## config.mk

```make
export PLATFORM = sky130hd
export DESIGN_NAME = fp_result_stage
export DESIGN_NICKNAME = d
export VERILOG_FILES = /design/src/rtl/fp_pkg.sv /design/src/rtl/fp_skid_buffer.sv /design/src/rtl/fp_result_stage.sv
export SDC_FILE = /design/constraint.sdc
export NUM_CORES = 1
export LEC_CHECK = 0
export CAP_MARGIN = 15
export CORE_MARGIN = 2
export CORE_UTILIZATION = 50
export CTS_BUF_LIST = sky130_fd_sc_hd__clkbuf_16
export DETAILED_ROUTE_END_ITERATION = 6
export PLACE_DENSITY = 0.91
export SLEW_MARGIN = 20
export SYNTH_ARGS = -nofsm -noshare
export SYNTH_HDL_FRONTEND = slang
export SYNTH_HIERARCHICAL = 1
export SYNTH_SLANG_ARGS = --single-unit
```

## constraint.sdc

```tcl
create_clock -name clk -period 2.8 [get_ports clk]
set_input_delay 0.56 -clock clk [delete_from_list [all_inputs] [get_ports clk]]
set_output_delay 0.56 -clock clk [all_outputs]
set_load 0.005 [all_outputs]
```

## src/rtl/fp_pkg.sv

```systemverilog
// Shared FP constants, flag encodings and the result-stage buffer state encoding.
// Latency: n/a (package only).
// Backpressure: n/a.
package fp_pkg;

   // One-hot FP classification flags, bit order {nan, zero, inf}
   localparam logic [2:0] FLAG_NAN  = 3'b100;
   localparam logic [2:0] FLAG_ZERO = 3'b010;
   localparam logic [2:0] FLAG_INF  = 3'b001;

   // Canonical IEEE-754 single-precision special values
   localparam logic [31:0] QNAN = 32'h7FC0_0000;
   localparam logic [31:0] PINF = 32'h7F80_0000;

   // Occupancy of the two-entry skid buffer
   typedef enum logic [1:0] {
      EMPTY = 2'd0,
      ONE   = 2'd1,
      FULL  = 2'd2
   } skid_state_e;

   // The nan bit is the MSB of the flag field
   function automatic logic flag_is_nan(input logic [2:0] flag);
      return flag[2];
   endfunction

endpackage

```

## src/rtl/fp_skid_buffer.sv

```systemverilog
// Two-entry skid buffer (head + skid register) with valid/ready handshake and flush.
// Latency: 1 cycle from accept to out_valid when empty; strict FIFO order.
// Backpressure: in_ready depends only on registered state (and rst), never on out_ready.
module fp_skid_buffer
   import fp_pkg::*;
#(
   parameter int W = 40
) (
   input  logic         clk,
   input  logic         rst,
   input  logic         flush,
   input  logic         in_valid,
   output logic         in_ready,
   input  logic [W-1:0] in_data,
   output logic         out_valid,
   input  logic         out_ready,
   output logic [W-1:0] out_data,
   output logic         accept
);

   skid_state_e  state;
   logic [W-1:0] head;
   logic [W-1:0] skid;
   logic         pop;

   // Handshake qualifiers; a flushed input is never accepted
   assign in_ready  = (state != FULL) && !rst;
   assign out_valid = (state != EMPTY);
   assign accept    = in_valid && in_ready && !flush;
   assign pop       = out_valid && out_ready;
   assign out_data  = head;

   // Occupancy FSM and data registers; flush wins over pop
   always_ff @(posedge clk) begin
      if (rst) begin
         state <= EMPTY;
         head  <= '0;
         skid  <= '0;
      end else if (flush) begin
         state <= EMPTY;
      end else begin
         case (state)
            EMPTY: begin
               if (accept) begin
                  head  <= in_data;
                  state <= ONE;
               end
            end
            ONE: begin
               if (accept && pop) begin
                  head <= in_data;
               end else if (accept) begin
                  skid  <= in_data;
                  state <= FULL;
               end else if (pop) begin
                  state <= EMPTY;
               end
            end
            FULL: begin
               if (pop) begin
                  head  <= skid;
                  state <= ONE;
               end
            end
            default: state <= EMPTY;
         endcase
      end
   end

endmodule

```

## src/rtl/fp_result_stage.sv

```systemverilog
// EX->WB FP result stage: skid-buffered result/flag/dest plus sticky flags, NaN counter, trap.
// Latency: 1 cycle accept-to-output when empty; trap pulses the cycle after a NaN accept.
// Backpressure: holds up to two results under out_ready=0; in_ready drops only when full.
module fp_result_stage
   import fp_pkg::*;
#(
   parameter int DATA_W = 32,
   parameter int REG_W  = 5,
   parameter int CNT_W  = 8
) (
   input  logic              clk,
   input  logic              rst,
   input  logic              in_valid,
   output logic              in_ready,
   input  logic [DATA_W-1:0] in_result,
   input  logic [2:0]        in_flag,
   input  logic [REG_W-1:0]  in_dest,
   output logic              out_valid,
   input  logic              out_ready,
   output logic [DATA_W-1:0] out_result,
   output logic [2:0]        out_flag,
   output logic [REG_W-1:0]  out_dest,
   input  logic              flush,
   input  logic              clear_sticky,
   input  logic              trap_en,
   output logic [2:0]        sticky,
   output logic [CNT_W-1:0]  nan_count,
   output logic              trap
);

   localparam int              ENT_W   = DATA_W + 3 + REG_W;
   localparam logic [CNT_W-1:0] CNT_MAX = '1;

   logic [ENT_W-1:0] in_ent;
   logic [ENT_W-1:0] out_ent;
   logic             accept;
   logic             nan_accept;

   assign in_ent                            = {in_result, in_flag, in_dest};
   assign {out_result, out_flag, out_dest}  = out_ent;
   assign nan_accept                        = accept && flag_is_nan(in_flag);

   fp_skid_buffer #(
      .W (ENT_W)
   ) u_skid (
      .clk       (clk),
      .rst       (rst),
      .flush     (flush),
      .in_valid  (in_valid),
      .in_ready  (in_ready),
      .in_data   (in_ent),
      .out_valid (out_valid),
      .out_ready (out_ready),
      .out_data  (out_ent),
      .accept    (accept)
   );

   // Sticky status: a same-cycle flag set takes priority over the clear
   always_ff @(posedge clk) begin
      if (rst) begin
         sticky <= '0;
      end else if (accept) begin
         sticky <= (clear_sticky ? 3'b000 : sticky) | in_flag;
      end else if (clear_sticky) begin
         sticky <= '0;
      end
   end

   // Saturating count of accepted NaN results; only rst clears it
   always_ff @(posedge clk) begin
      if (rst) begin
         nan_count <= '0;
      end else if (nan_accept && (nan_count != CNT_MAX)) begin
         nan_count <= nan_count + 1'b1;
      end
   end

   // One-cycle trap pulse following an enabled NaN accept
   always_ff @(posedge clk) begin
      if (rst) begin
         trap <= 1'b0;
      end else begin
         trap <= nan_accept && trap_en;
      end
   end

endmodule

```

==> impl_metrics.ini <==
[job]
drv_cap = 0

[route]
drtIter0Drc = 307
drtPass1Iterations = 5
drc = 0
viasPerCell = 6.23
wl_per_cell_um = 19.0
vias = 3998
routed_wl_um = 12200
drtAntennaViolNets = 0

[global_route]
antenna_found_initial = 0
grt_pass1_wl_um = 19800
first_global_vias = 3975
overflow = 0
grt_max_degree = 58
grt_usage_pct = 25.1

[floorplan]
rows = 34
start_util_pct = 51.3
io_pins = 101
dieArea_mm2 = 0.00968
die_w_um = 98.4
chipHeight_um = 98.4
core_area_mm2 = 0.00868

[finish]
syn_to_final_growth_pct = 29.3
antenna_cells = 0
fillers = 709
fin_cells = 642
final_area_mm2 = 0.00576
drive_gt1_share_pct = 16.5
nNetsFinal = 577
final_cell_mix = clkdlybuf4s50_1, dfxtp_1, a21oi_1
layout_commonest_cell = clkdlybuf4s50_1

[timing]
worstMarginPinSlew_ps = 750
period_needed_ps = 2300
setup_viol = 0
fin_tns_setup_ps = 0
final_hold_viol_count = 0
fin_crit_sh_pct = 82.3
drv_slew = 0
clock.fmax_mhz = 434
clock_skew_ps = 3.94
grt_setup_unrepaired = false
max_slew_margin_pct = 50.0

[pwr]
peakVddDrop_mv = 0.310
switching_share_pct = 24.1
p_leak_nw = 2.12
p_clk_share_pct = 40.2
p_seq_share_pct = 47.1
p_int_mw = 2.25
p_sw_mw = 0.717
power.density_mw_per_mm2 = 516
pwr-share-comb_pct = 12.7

[synthesis]
synth_edf_count = 0
synthArstFlopShare_pct = 0
synthDistinctLibCells = 42
avgSynthCellArea_um2 = 9.90
synth_seq_cells = 94
synth-main-ff-cell = dfxtp_1
synth_nets = 498
yosysWarnings = 6
syn_inst = 450
ys_seq_area_share_pct = 42.3
netlist_area_mm2 = 0.00445

[setup_path]
cpLargestDelayFamily = simple AND/OR/NAND/NOR gates
critical_path_buf_inv_count = 1
rr_worst_depth = 4
end_kind = flop
cp.arrival_ps = 2570
critPathKind = in -> reg
r2r_start = u_skid/state[0]
worstPathCellList = clkdlybuf4s50_1 -> or3b_1 -> nor2_1 -> and2_4 -> o21ai_4 -> or3_1 -> a21oi_1
cp.required_ps = 3070
r2r_slack_ps = 790
cp_slowest_stage_delay_ps = 490
worstSetupStartpointType = input port
cpMaxStageDelayCell = clkdlybuf4s50_1
r2r-end = u_skid/out_data[9]
worstPathMaxFanout = 6

[cts]
worstSkewPairLatency_ps = 330
cts_resized = 0
clk_pin_slew_ps = 60
cts-root-buf = clkbuf_16
cts_sinks = 94
clock_path_buffers = 2
hold_buffers = 0
postCtsSetupBuffers = 0
htreeDepth = 3
numCtsBuffers = 9
cts_tree = yes

[placed_design]
dp_hpwl_um = 7770
placed_area_mm2 = 0.00547
placed_cells = 626
gp_congestion = 0.807
port_buffers = 100

[min_path]
hold_path_startpoint = u_skid/skid[18]
hold_end = u_skid/skid[18]
holdPathStages = 2
holdCritPathClass = reg -> reg

[status]
status = completed
[state kept, by name, summed over array words and instances (netlist names)]
register and flops:
trap 1, nan_count 8, sticky 3, u_skid/out_data 40, u_skid/skid 40, u_skid/state 2
[kinds of logic (layout without fill, tap and decap cells)]
| family | after synthesis | after routing | synth area share [%] |
|---|---|---|---|
| XOR/XNOR | 3 | 3 | 0.590 |
| flip-flops | 94 | 94 | 42.3 |
| AND/OR/NAND/NOR | 80 | 80 | 10.2 |
| multiplexers | 42 | 42 | 9.44 |
| buffers and inverters | 52 | 136 | 7.11 |
| adder cells (fa/ha/maj) | 1 | 1 | 0.281 |
| AO/OA/AOI/OAI | 178 | 178 | 30.1 |
[power by group through the flow]
stage / Combinational (mW) / Clock, mW / Sequential, mW
after floorplan: 0.187 / 0 / 1.43
after CTS: 0.377 / 1.21 / 1.40
after global placement: 0.363 / 0 / 1.43
final: 0.378 / 1.19 / 1.40
after detailed placement: 0.374 / 0 / 1.43
after global routing: 0.402 / 1.28 / 1.40
[per-stage QoR]
stage               utilization (%)  hold slack, ps  setup slack (ps)  total power [mW]
finish                         66.4             480               495              2.97
global route                   66.4             502               463              3.08
CTS                            66.4             481               511              2.98
detailed placement             63.0             471               204              1.80
global placement               63.0             458               264              1.79
floorplan                         -             453               611              1.61
[synthesized netlist by cell type, drive strengths merged, types with 2 or more instances]
master / number / area (um^2)
or3b: 3 / 26.3
nand2b: 2 / 12.5
clkbuf: 26 / 124
nand2: 3 / 11.3
inv: 2 / 7.51
xor2: 3 / 26.3
mux2i: 42 / 420
o21ai: 43 / 226
a211oi: 81 / 808
buf: 24 / 185
nor3b: 3 / 22.5
a22oi: 2 / 15.0
a31oi: 2 / 12.5
nor3: 2 / 10.0
a21oi: 43 / 215
nor2: 14 / 52.6
o21a: 2 / 15.0
dfxtp: 94 / 1880
nand3: 43 / 225
o211ai: 2 / 15.0
[final cells by class]
type                            count  area [um^2]  area share (%)
Tap cell                          108          135            2.35
Timing Repair Buffer              118         1160            20.1
Multi-Input combinational cell    304         2280            39.7
Clock buffer                        9          225            3.91
Sequential cell                    94         1880            32.7
Inverter                            2         7.51           0.130
Clock inverter                      7         66.3            1.15
[worst reg2reg max path: stages (launching register included)]
cell,delay (ps)
dfxtp_1,530
nand2b_2,690
buf_12,270
mux2i_1,280
a211oi_2,100
[worst max-delay path by stage]
stage | start | endpoint | slack, ps | cells after the start
2_1_floorplan | rst | nan_count[5] | 610 | 7
3_3_place_gp | in_valid | nan_count[5] | 260 | 7
3_5_place_dp | in_valid | nan_count[5] | 200 | 7
4_1_cts | in_valid | nan_count[5] | 510 | 7
5_1_grt | in_valid | nan_count[5] | 460 | 7
6_report | in_valid | nan_count[5] | 500 | 7
[per-layer routing]
layer / share of wire, % / up-vias / global-route usage, % / wire length [um]
met4: 1.1 / 0 / 10.6 / 138
met1: 42 / 1952 / 31.7 / 5080
met2: 50 / 183 / 42.1 / 6160
met3: 6.8 / 11 / 4.72 / 827
met5: 0 / - / 0 / 0
li1: - / 1852 / - / -
No activity file was read; power rests on OpenSTA's default activity.
